### src/rtl/ppu_pkg.sv
// Shared opcode and state encodings for the PPU clock controller.
// Pure type/constant definitions; no logic, no latency, no flow control.
package ppu_pkg;

    typedef enum logic [1:0] {
        OP_NOP  = 2'd0,
        OP_RUN  = 2'd1,
        OP_STOP = 2'd2,
        OP_STEP = 2'd3
    } op_e;

    typedef enum logic [1:0] {
        ST_STOPPED  = 2'd0,
        ST_RUNNING  = 2'd1,
        ST_STEPPING = 2'd2
    } state_e;

endpackage

### src/rtl/edge_detect.sv
// Rising-edge detector for a slow synchronously sampled level: rise is combinational from
// the current sample against the registered previous one; no backpressure.
module edge_detect (
    input  logic clock,
    input  logic reset,
    input  logic level,
    output logic rise
);

    logic prev;

    always_ff @(posedge clock or posedge reset) begin
        if (reset) begin
            prev <= 1'b0;
        end else begin
            prev <= level;
        end
    end

    assign rise = level & ~prev;

endmodule

### src/rtl/ppu_clock_ctrl.sv
// Run/stop/single-step controller gating the PPU XIN clock, with an XIN-count breakpoint.
// Status outputs lag the state by one cycle; commands are always accepted (ready tied high).
module ppu_clock_ctrl
    import ppu_pkg::*;
#(
    parameter int STEP_W = 16
) (
    input  logic              clock,
    input  logic              reset,
    input  logic              xin_i,
    input  logic [31:0]       xin_counter_i,
    output logic              xin_stall_o,
    input  logic              cmd_valid_i,
    input  logic [1:0]        cmd_op_i,
    input  logic [STEP_W-1:0] cmd_count_i,
    output logic              cmd_ready_o,
    input  logic              bp_enable_i,
    input  logic [31:0]       bp_value_i,
    output logic              running_o,
    output logic              done_o,
    output logic              bp_hit_o
);

    state_e            state, state_nxt;
    logic [STEP_W-1:0] remain, remain_nxt;
    logic              done_nxt, bp_nxt;
    logic              xin_rise;
    logic              cmd_run, cmd_stop, cmd_step;
    logic              step_last, bp_match;

    edge_detect u_edge (
        .clock (clock),
        .reset (reset),
        .level (xin_i),
        .rise  (xin_rise)
    );

    assign cmd_ready_o = 1'b1;
    assign cmd_run     = cmd_valid_i && (cmd_op_i == OP_RUN);
    assign cmd_stop    = cmd_valid_i && (cmd_op_i == OP_STOP);
    assign cmd_step    = cmd_valid_i && (cmd_op_i == OP_STEP);

    assign step_last = (state == ST_STEPPING) && xin_rise && (remain == STEP_W'(1));
    // Gated by state so a breakpoint only fires once; it re-arms on leaving STOPPED.
    assign bp_match  = bp_enable_i && (xin_counter_i == bp_value_i) && (state != ST_STOPPED);

    always_ff @(posedge clock or posedge reset) begin
        if (reset) begin
            state       <= ST_STOPPED;
            remain      <= '0;
            xin_stall_o <= 1'b1;
            running_o   <= 1'b0;
            done_o      <= 1'b0;
            bp_hit_o    <= 1'b0;
        end else begin
            state       <= state_nxt;
            remain      <= remain_nxt;
            xin_stall_o <= (state == ST_STOPPED);
            running_o   <= (state != ST_STOPPED);
            done_o      <= done_nxt;
            bp_hit_o    <= bp_nxt;
        end
    end

    always_comb begin
        state_nxt  = state;
        remain_nxt = remain;
        done_nxt   = 1'b0;
        bp_nxt     = 1'b0;

        if ((state == ST_STEPPING) && xin_rise) begin
            remain_nxt = remain - STEP_W'(1);
        end

        if (cmd_stop) begin
            state_nxt = ST_STOPPED;
        end else if (bp_match) begin
            state_nxt = ST_STOPPED;
            bp_nxt    = 1'b1;
            done_nxt  = step_last;
        end else if (step_last) begin
            state_nxt = ST_STOPPED;
            done_nxt  = 1'b1;
        end else if (cmd_run) begin
            state_nxt = ST_RUNNING;
        end else if (cmd_step && (state == ST_STOPPED)) begin
            if (cmd_count_i != '0) begin
                state_nxt  = ST_STEPPING;
                remain_nxt = cmd_count_i;
            end else begin
                done_nxt = 1'b1;
            end
        end

        if (state_nxt != ST_STEPPING) begin
            remain_nxt = '0;
        end
    end

endmodule

### config.mk
export PLATFORM = sky130hd
export DESIGN_NAME = ppu_clock_ctrl
export DESIGN_NICKNAME = d
export VERILOG_FILES = /design/src/rtl/ppu_pkg.sv /design/src/rtl/edge_detect.sv /design/src/rtl/ppu_clock_ctrl.sv
export SDC_FILE = /design/constraint.sdc
export NUM_CORES = 1
export LEC_CHECK = 0
export CORE_ASPECT_RATIO = 1.2
export CORE_UTILIZATION = 37
export CTS_CLUSTER_SIZE = 8
export DETAILED_ROUTE_END_ITERATION = 16
export PLACE_DENSITY = 0.77
export SLEW_MARGIN = 20
export SYNTH_ARGS = -nofsm -noshare
export SYNTH_HDL_FRONTEND = slang
export SYNTH_SLANG_ARGS = --single-unit
### constraint.sdc
create_clock -name clock -period 1.6 [get_ports clock]
set_input_delay 0.24 -clock clock [delete_from_list [all_inputs] [get_ports clock]]
set_output_delay 0.24 -clock clock [all_outputs]
set_load 0.05 [all_outputs]
* After elaboration in Yosys (flattened, before gate mapping)
Index checks and enable logic that the tools add are counted.
** Cells by class
- Add/sub/neg operators :: 1
- Eq/ne operators :: 7
- Mux-type cells :: 22
- Bitwise operators :: 2
- Reduce and logical (&&, ||, !) cells :: 11
** Operator list (count)
- two-way mux 16 bit :: 8
- equality test 32 bit :: 1
- equality test 16 x 1 -> 1 bit (second input constant) :: 1
- nonzero test 16 bit :: 1
- subtractor 16 x 1 -> 16 bit (second input constant) :: 1
- two-way mux 2 bit :: 6
- logical AND 1 bit :: 8
- two-way mux 1 bit :: 8
- equality test 2 bit (second input constant) :: 3
- equality test 2 x 1 -> 1 bit (second input constant) :: 1
- zero test 2 bit :: 1
- inequality test 2 bit (second input constant) :: 1
- nonzero test 2 bit :: 1
- bitwise AND 1 bit :: 1
- inverter 1 bit :: 1
** Word-level totals
- Register bits :: 23
- Bits of input ports :: 87
- Logic and storage cells :: 50

* Longest topological paths before layout
Gate-level depths: netlist (run 1).
- Depth in word-level cells :: 11
- Depth in mapped cells :: 7
- Gate-level depth less buffers :: 7

* Hierarchy
From an unflattened synthesis (run 1), not the netlist that was laid out.
** Unflattened totals
- Cells, all modules :: 200
- Area total of the unflattened synthesis :: 1747.9 µm²
** By module, submodules not included
- ppu_clock_ctrl :: times used 1, cells an instance 197, area each 1705.4 µm², sequential area each 551.8 µm²
- edge_detect :: times used 1, cells an instance 3, area each 42.5 µm², sequential area each 25.0 µm²

* Least setup slack after synthesis (run 1)
No wires, ideal clock.
- Kind :: reg2reg
- Start :: register remain[0]
- End :: register remain[6]
- Library setup time :: 0.094 ns
- Arrival time :: 1.687 ns
- Slack :: -0.181 ns
- Stages on the path, launching flop included :: 8
- Cell sequence :: dfrtp_1 -> inv_1 -> ha_1 -> nor2b_1 -> nand2_1 -> or4_1 -> xor2_1 -> a211oi_1
** Between the ends
- Longest elaborated chain between the ends :: 9
** Ends and longest elaborated chain
- start: declaration :: line ppu_clock_ctrl.sv:25 : logic [STEP_W-1:0] remain, remain_nxt;
- start signal: assignment :: line ppu_clock_ctrl.sv:57 : remain <= remain_nxt;
- subtractor 16 x 1 -> 16 bit :: line ppu_clock_ctrl.sv:72 : remain_nxt = remain - STEP_W'(1);
- two-way mux 16 bit :: line ppu_clock_ctrl.sv:71 : if ((state == ST_STEPPING) && xin_rise) begin
- two-way mux 16 bit :: line ppu_clock_ctrl.sv:87 : if (cmd_count_i != '0) begin
- two-way mux 16 bit :: line ppu_clock_ctrl.sv:86 : end else if (cmd_step && (state == ST_STOPPED)) begin
- two-way mux 16 bit :: line ppu_clock_ctrl.sv:84 : end else if (cmd_run) begin
- two-way mux 16 bit :: line ppu_clock_ctrl.sv:81 : end else if (step_last) begin
- two-way mux 16 bit :: line ppu_clock_ctrl.sv:77 : end else if (bp_match) begin
- two-way mux 16 bit :: line ppu_clock_ctrl.sv:75 : if (cmd_stop) begin
- two-way mux 16 bit * :: line ppu_clock_ctrl.sv:95 : if (state_nxt != ST_STEPPING) begin
- named net remain_nxt[6] :: line ppu_clock_ctrl.sv:25
Mark *: on every way through the listed nets, which the timed path passes. The rest lies on a longest branch.

* Worst setup path in the final report (run 1)
- Start :: register remain[5]
- End :: register remain[9]
The elaborated chain is that of the path after synthesis.

==> results of run 1 <==
[per-layer routing]
metal | share of wire, % | GRT usage, % | routed length, um | vias up
met5 | 0 | 0 | 0 | -
met3 | 6.6 | 5.57 | 556 | 40
li1 | - | - | - | 1081
met4 | 5.0 | 13.6 | 425 | 0
met2 | 57 | 48.5 | 4790 | 159
met1 | 32 | 26.1 | 2680 | 1163
[cells by family (layout without fill, tap and decap cells)]
logic type,Yosys count,count (layout),share of synthesized area (%)
and+or+nand+nor,87,87,28.8
other,1,1,0.201
AOI/OAI and AO/OA,30,30,11.2
muxes,5,5,2.68
xor gates and xnor gates,45,45,21.1
adders and majority gates,2,2,1.34
buffers and inverters,14,174,3.82
DFF,23,23,30.9
[state kept, by name, indices dropped and copies added, names as in the netlist]
signal and count:
state 2, u_edge.prev 1, done_o 1, xin_stall_o 1, remain 16, bp_hit_o 1, running_o 1
[worst max path at each step]
stage,slack [ps],depth (start not counted),endpoint,from
CTS,-210,5,remain[12],remain[3]
floorplan,-120,5,remain[10],bp_value_i[6]
finish,-340,6,remain[9],remain[5]
detailed placement,-600,7,remain[15],cmd_count_i[4]
global route,-360,6,remain[9],remain[5]
global placement,-460,7,remain[8],cmd_count_i[3]
[cells in the final DEF, fill, tap and decap left out, drive strengths merged, types with 2 or more instances in the layout]
cell type,netlist,routed
buf,6,76
clkdlybuf4s50,0,44
dlymetal6s2s,0,35
xor2,34,34
dfrtp,22,22
nor4,21,21
nand2,14,14
o211ai,11,11
nor2,11,11
xnor2,11,11
nor3,11,11
a211oi,10,10
dlygate4sd2,0,7
o21ai,6,6
inv,6,6
clkbuf,2,6
nand4,5,5
mux2i,5,5
nand3,5,5
or3,4,4
or4,3,3
nor4b,2,2
nand4b,2,2
nor2b,2,2
and3,2,2
ha,2,2
[cell usage after synthesis, types with 3 or more instances]
cell type	number	area [um^2]
or3_1	4	25.0
nor2_1	11	41.3
o211ai_1	11	82.6
nor3_1	10	50.1
nand3_1	4	20.0
nand2_1	14	52.6
xor2_1	34	298
o21ai_0	6	30.0
nor4_1	19	119
dfrtp_1	22	551
buf_2	3	15.0
nand4_1	5	31.3
a211oi_1	10	75.1
xnor2_1	11	96.3
inv_1	6	22.5
mux2i_1	5	50.1
[what timing repair did]
item                                    4_1_cts  5_1_grt
gates resized for setup                      20       76
gates cloned                                  0        4
endpoints found under the setup margin       18       18
buffers inserted                              3        4
pin swaps                                     5       19
[stage by stage]
step	std cells	util, %	cell area (um^2)	setup slack (ps)	power [mW]
2_1_floorplan	207	-	1910	-124	0.825
3_3_place_gp	410	70.2	3320	-463	1.24
3_5_place_dp	410	70.2	3320	-603	1.25
4_1_cts	417	72.7	3440	-213	1.63
5_1_grt	425	81.2	3840	-363	1.75
6_report	425	81.2	3840	-336	1.70
[power by group through the flow]
| stage | Clock [mW] | Sequential (mW) | Combinational, mW |
|---|---|---|---|
| 2_1_floorplan | 0 | 0.648 | 0.177 |
| 3_3_place_gp | 0 | 0.622 | 0.613 |
| 3_5_place_dp | 0 | 0.622 | 0.626 |
| 4_1_cts | 0.383 | 0.611 | 0.632 |
| 5_1_grt | 0.405 | 0.614 | 0.733 |
| 6_report | 0.391 | 0.612 | 0.696 |
[layout make-up]
cell class | instances | area (um^2) | share of cell area (%)
multi-input cells | 170 | 1520 | 39.5
repair buffers | 164 | 1610 | 41.8
inverters | 6 | 22.5 | 0.586
well taps | 58 | 72.6 | 1.89
flip-flops and latches | 23 | 577 | 15.0
clock buffers | 4 | 45.0 | 1.17
[critical path, delay by kind of cell (launching register included)]
| kind | cells | cell delay, ps |
|---|---|---|
| flops | 1 | 430 |
| simple gates | 5 | 1240 |
| buf+inv | 1 | 180 |
==> metrics, run 1 <==
global route overflow 0; DPL Wire Length 5140 um; clk sink count 23; global-route wire length before repair 10500 um; ys async rst share 100%; hold slack 165 ps; IO buf count 90; period utilization 121%; CORE AREA 4730 um^2; Max Slew Vio Count 0; sequential fraction of the synthesis area 30.9%; ant diodes 0; Fillers 282; failing checks negative setup slack; RSZ-0062 raised after global routing true; Min-Delay Endpoint u_edge.prev; Nets 457; antenna violations before repair 0; clock tree buffer depth 2; Setup violations, final 19; Clk pwr share 23.0%; number of global-route vias before repair 2409; hold crit path type primary input to register; leak pwr 1.90 nW; Crit path required time 1790 ps; Yosys Warn Count 0; worst-path maximum fanout 5; register share of total power 36.0%; P per Cell Area 442 nW/um^2; final wirelength 8450 um; Die ar. 5330 um^2; VDD IR max 0.000351 V; worst clock skew 3.33 ps; initial core utilization 39.5%; Net Sw Power 0.528 mW; initial DRC count 221; reg2reg start remain[5]; min-delay src xin_i; switching share of power 31.1%; Slowest-stage cell, CP dfrtp_1; data arrival time of the worst path 2130 ps; hold path depth 1; Critical Path Sink Type register; via density per instance 5.75; crit path launch type register; GPL Wtd Cong 0.882; hold_buf cts 0; Yosys reg bits 23; fmax 0.516 GHz; H-tree depth 1; Syn Area/Cell 9.02 um^2; via count 2443; Max-Cap Viols 0; Final Critical Period 1940 ps; CTS tree yes; routed len/inst 19.9 um; crit-path cells nor4_4 > buf_4 > nand2_2 > or3_1 > and3_1 > nor3_2; gr usage total 26.0%; DR pass1 iterations 4; layout cells sized above 1 36.5%; largest net degree at the start of global routing 24; Post-synth EDFFs 0; Clock transition at path regs 90 ps; Final WS setup -336 ps; Remaining DRCs 0; RR Endpoint remain[9]; row count 27; Die Height 79.8 um; most common flop cell mapped by yosys dfrtp_1; Crit path largest cell delay 430 ps; endpoints failing hold 0; Clock Root Buffer clkbuf_8; syn_nets 296; TritonCTS Buffers 3; ANT nets after route 0; Comb pwr share 41.0%; cells on worst reg2reg path 6; Area Growth Syn to Fin 106%; I/O pin count 92; Synth cell types 39; R2R setup slack -340 ps; worst setup path class register to register; Mapped Cells 207; Sum Neg Setup Slack -3620 ps; Internal Pwr Total 1.17 mW; synthesized area 1870 um^2; DIE WIDTH 66.8 um; run status finished, violations left; Worst-Skew Late Latency 280 ps
(Power assumes the default switching activity.)
==> run 2, diff against run 1 <==
PLACE_DENSITY = 0.79   (was 0.77)
==> metrics, run 2 (synthesis results as in run 1) <==
ant diodes 0; Worst-Skew Late Latency 280 ps; leading cell type in the layout, fill and taps excluded buf_4; routed len/inst 19.0 um; Crit path required time 1800 ps; clk sink count 23; gr usage total 32.9%; Die ar. 5330 um^2; largest net degree at the start of global routing 16; H-tree depth 1; Final WS setup -254 ps; largest registers remain (16), state (2); TritonCTS Buffers 3; P per Cell Area 443 nW/um^2; RR Endpoint remain[9]; final wirelength 8440 um; Clock transition at path regs 90 ps; failing checks negative setup slack; Sum Neg Setup Slack -3190 ps; register area 578 um^2; Setup violations, final 19; critical path capture point remain[9]; crit path launch type register; worst-path maximum fanout 4; R2R setup slack -250 ps; DR pass1 iterations 4; period utilization 116%; DIE WIDTH 66.8 um; fmax 0.539 GHz; worst clock skew 1.69 ps; Final Critical Period 1850 ps; initial core utilization 39.5%; DPL Wire Length 5020 um; row count 27; clock tree buffer depth 2; Nets 477; most frequent cells in the layout buf_4 (86), dlygate4sd2_1 (68), xor2_1 (26); top sig layer met4; Max Slew Vio Count 0; Crit. Startpoint remain[5]; CTS tree yes; layout cells sized above 1 41.6%; global-route wire length before repair 13000 um; run status finished, violations left; RSZ-0062 raised after global routing true; VDD IR max 0.000350 V; leak pwr 1.78 nW; Top reg by flops remain; reg2reg start remain[5]; Area Growth Syn to Fin 108%; WL met1 2900 um; endpoints failing hold 0; GPL Wtd Cong 0.868; Remaining DRCs 0; Max-Cap Viols 0; Fillers 285; via density per instance 5.60; initial DRC count 183; met3 routed WL 438 um; number of global-route vias before repair 2866; met2 wire len 4610 um; via count 2492; CORE AREA 4730 um^2; ANT nets after route 0; final core utilization 81.9%; I/O pin count 92; worst setup path class register to register; hold crit path type primary input to async pin; antenna violations before repair 0; max reg flops 16; IO buf count 90; Die Height 79.8 um; cells on worst reg2reg path 6; hold_buf cts 0; global route overflow 0; area occupied by multi-input gates 1530 um^2; data arrival time of the worst path 2050 ps; Clock Root Buffer clkbuf_8; Critical Path Sink Type register
run 2: cell count changes in the layout (fill, tap and decap cells not counted), sizes merged:
cell,previous run,this run
dlygate4sd2,7,68
clkdlybuf4s50,44,9
dlymetal6s2s,35,0
buf,76,100
clkdlybuf4s15,0,7
clkbuf,6,4
run 2: layout make-up:
type | instances | share of cell area, %
clock buffers | 4 | 1.16
inverters | 6 | 0.581
well taps | 58 | 1.87
flip-flops and latches | 23 | 14.9
repair buffers | 184 | 42.1
multi-input cells | 170 | 39.4
run 2: where the power goes:
| group | switching (mW) | internal [mW] |
|---|---|---|
| combinational | 0.308 | 0.391 |
| sequential | 0.0162 | 0.600 |
| clock | 0.223 | 0.179 |
run 2: metrics by stage:
stage	worst slack (ps)	hold WS [ps]	power [mW]	instances	cell area, um^2
detailed placement	-603	559	1.25	411	3340
global route	-296	280	1.79	445	3870
finish	-254	243	1.72	445	3870
floorplan	-124	241	0.825	207	1910
global placement	-537	549	1.24	411	3340
CTS	-150	251	1.65	440	3760
run 2: worst max-delay path, cell delays in order (launching register included):
cell and delay (ps):
dfrtp_1 420, nor4_4 340, buf_4 180, nand2_2 80, or3_1 350, and3_4 190, nor3_4 210
run 2: how the worst min path moves through the flow:
stage,from,endpoint,slack (ps)
final,reset,done_o,240
after global routing,reset,done_o,280
after CTS,xin_i,u_edge.prev,250
after detailed placement,reset,done_o,560
after global placement,reset,done_o,550
after floorplan,reset,bp_hit_o,240
run 2: routing by layer:
metal / GRT usage (%) / vias up
met2: 62.0 / 139
met4: 22.6 / 0
met1: 31.4 / 1186
met5: 0 / -
li1: - / 1120
met3: 5.00 / 47
run 2: what timing repair did:
item                                    CTS  global route
pin swaps                                52             8
endpoints found under the setup margin   18            20
gates resized for setup                 138            16
cloned                                    4             0
buffers inserted                         21             6
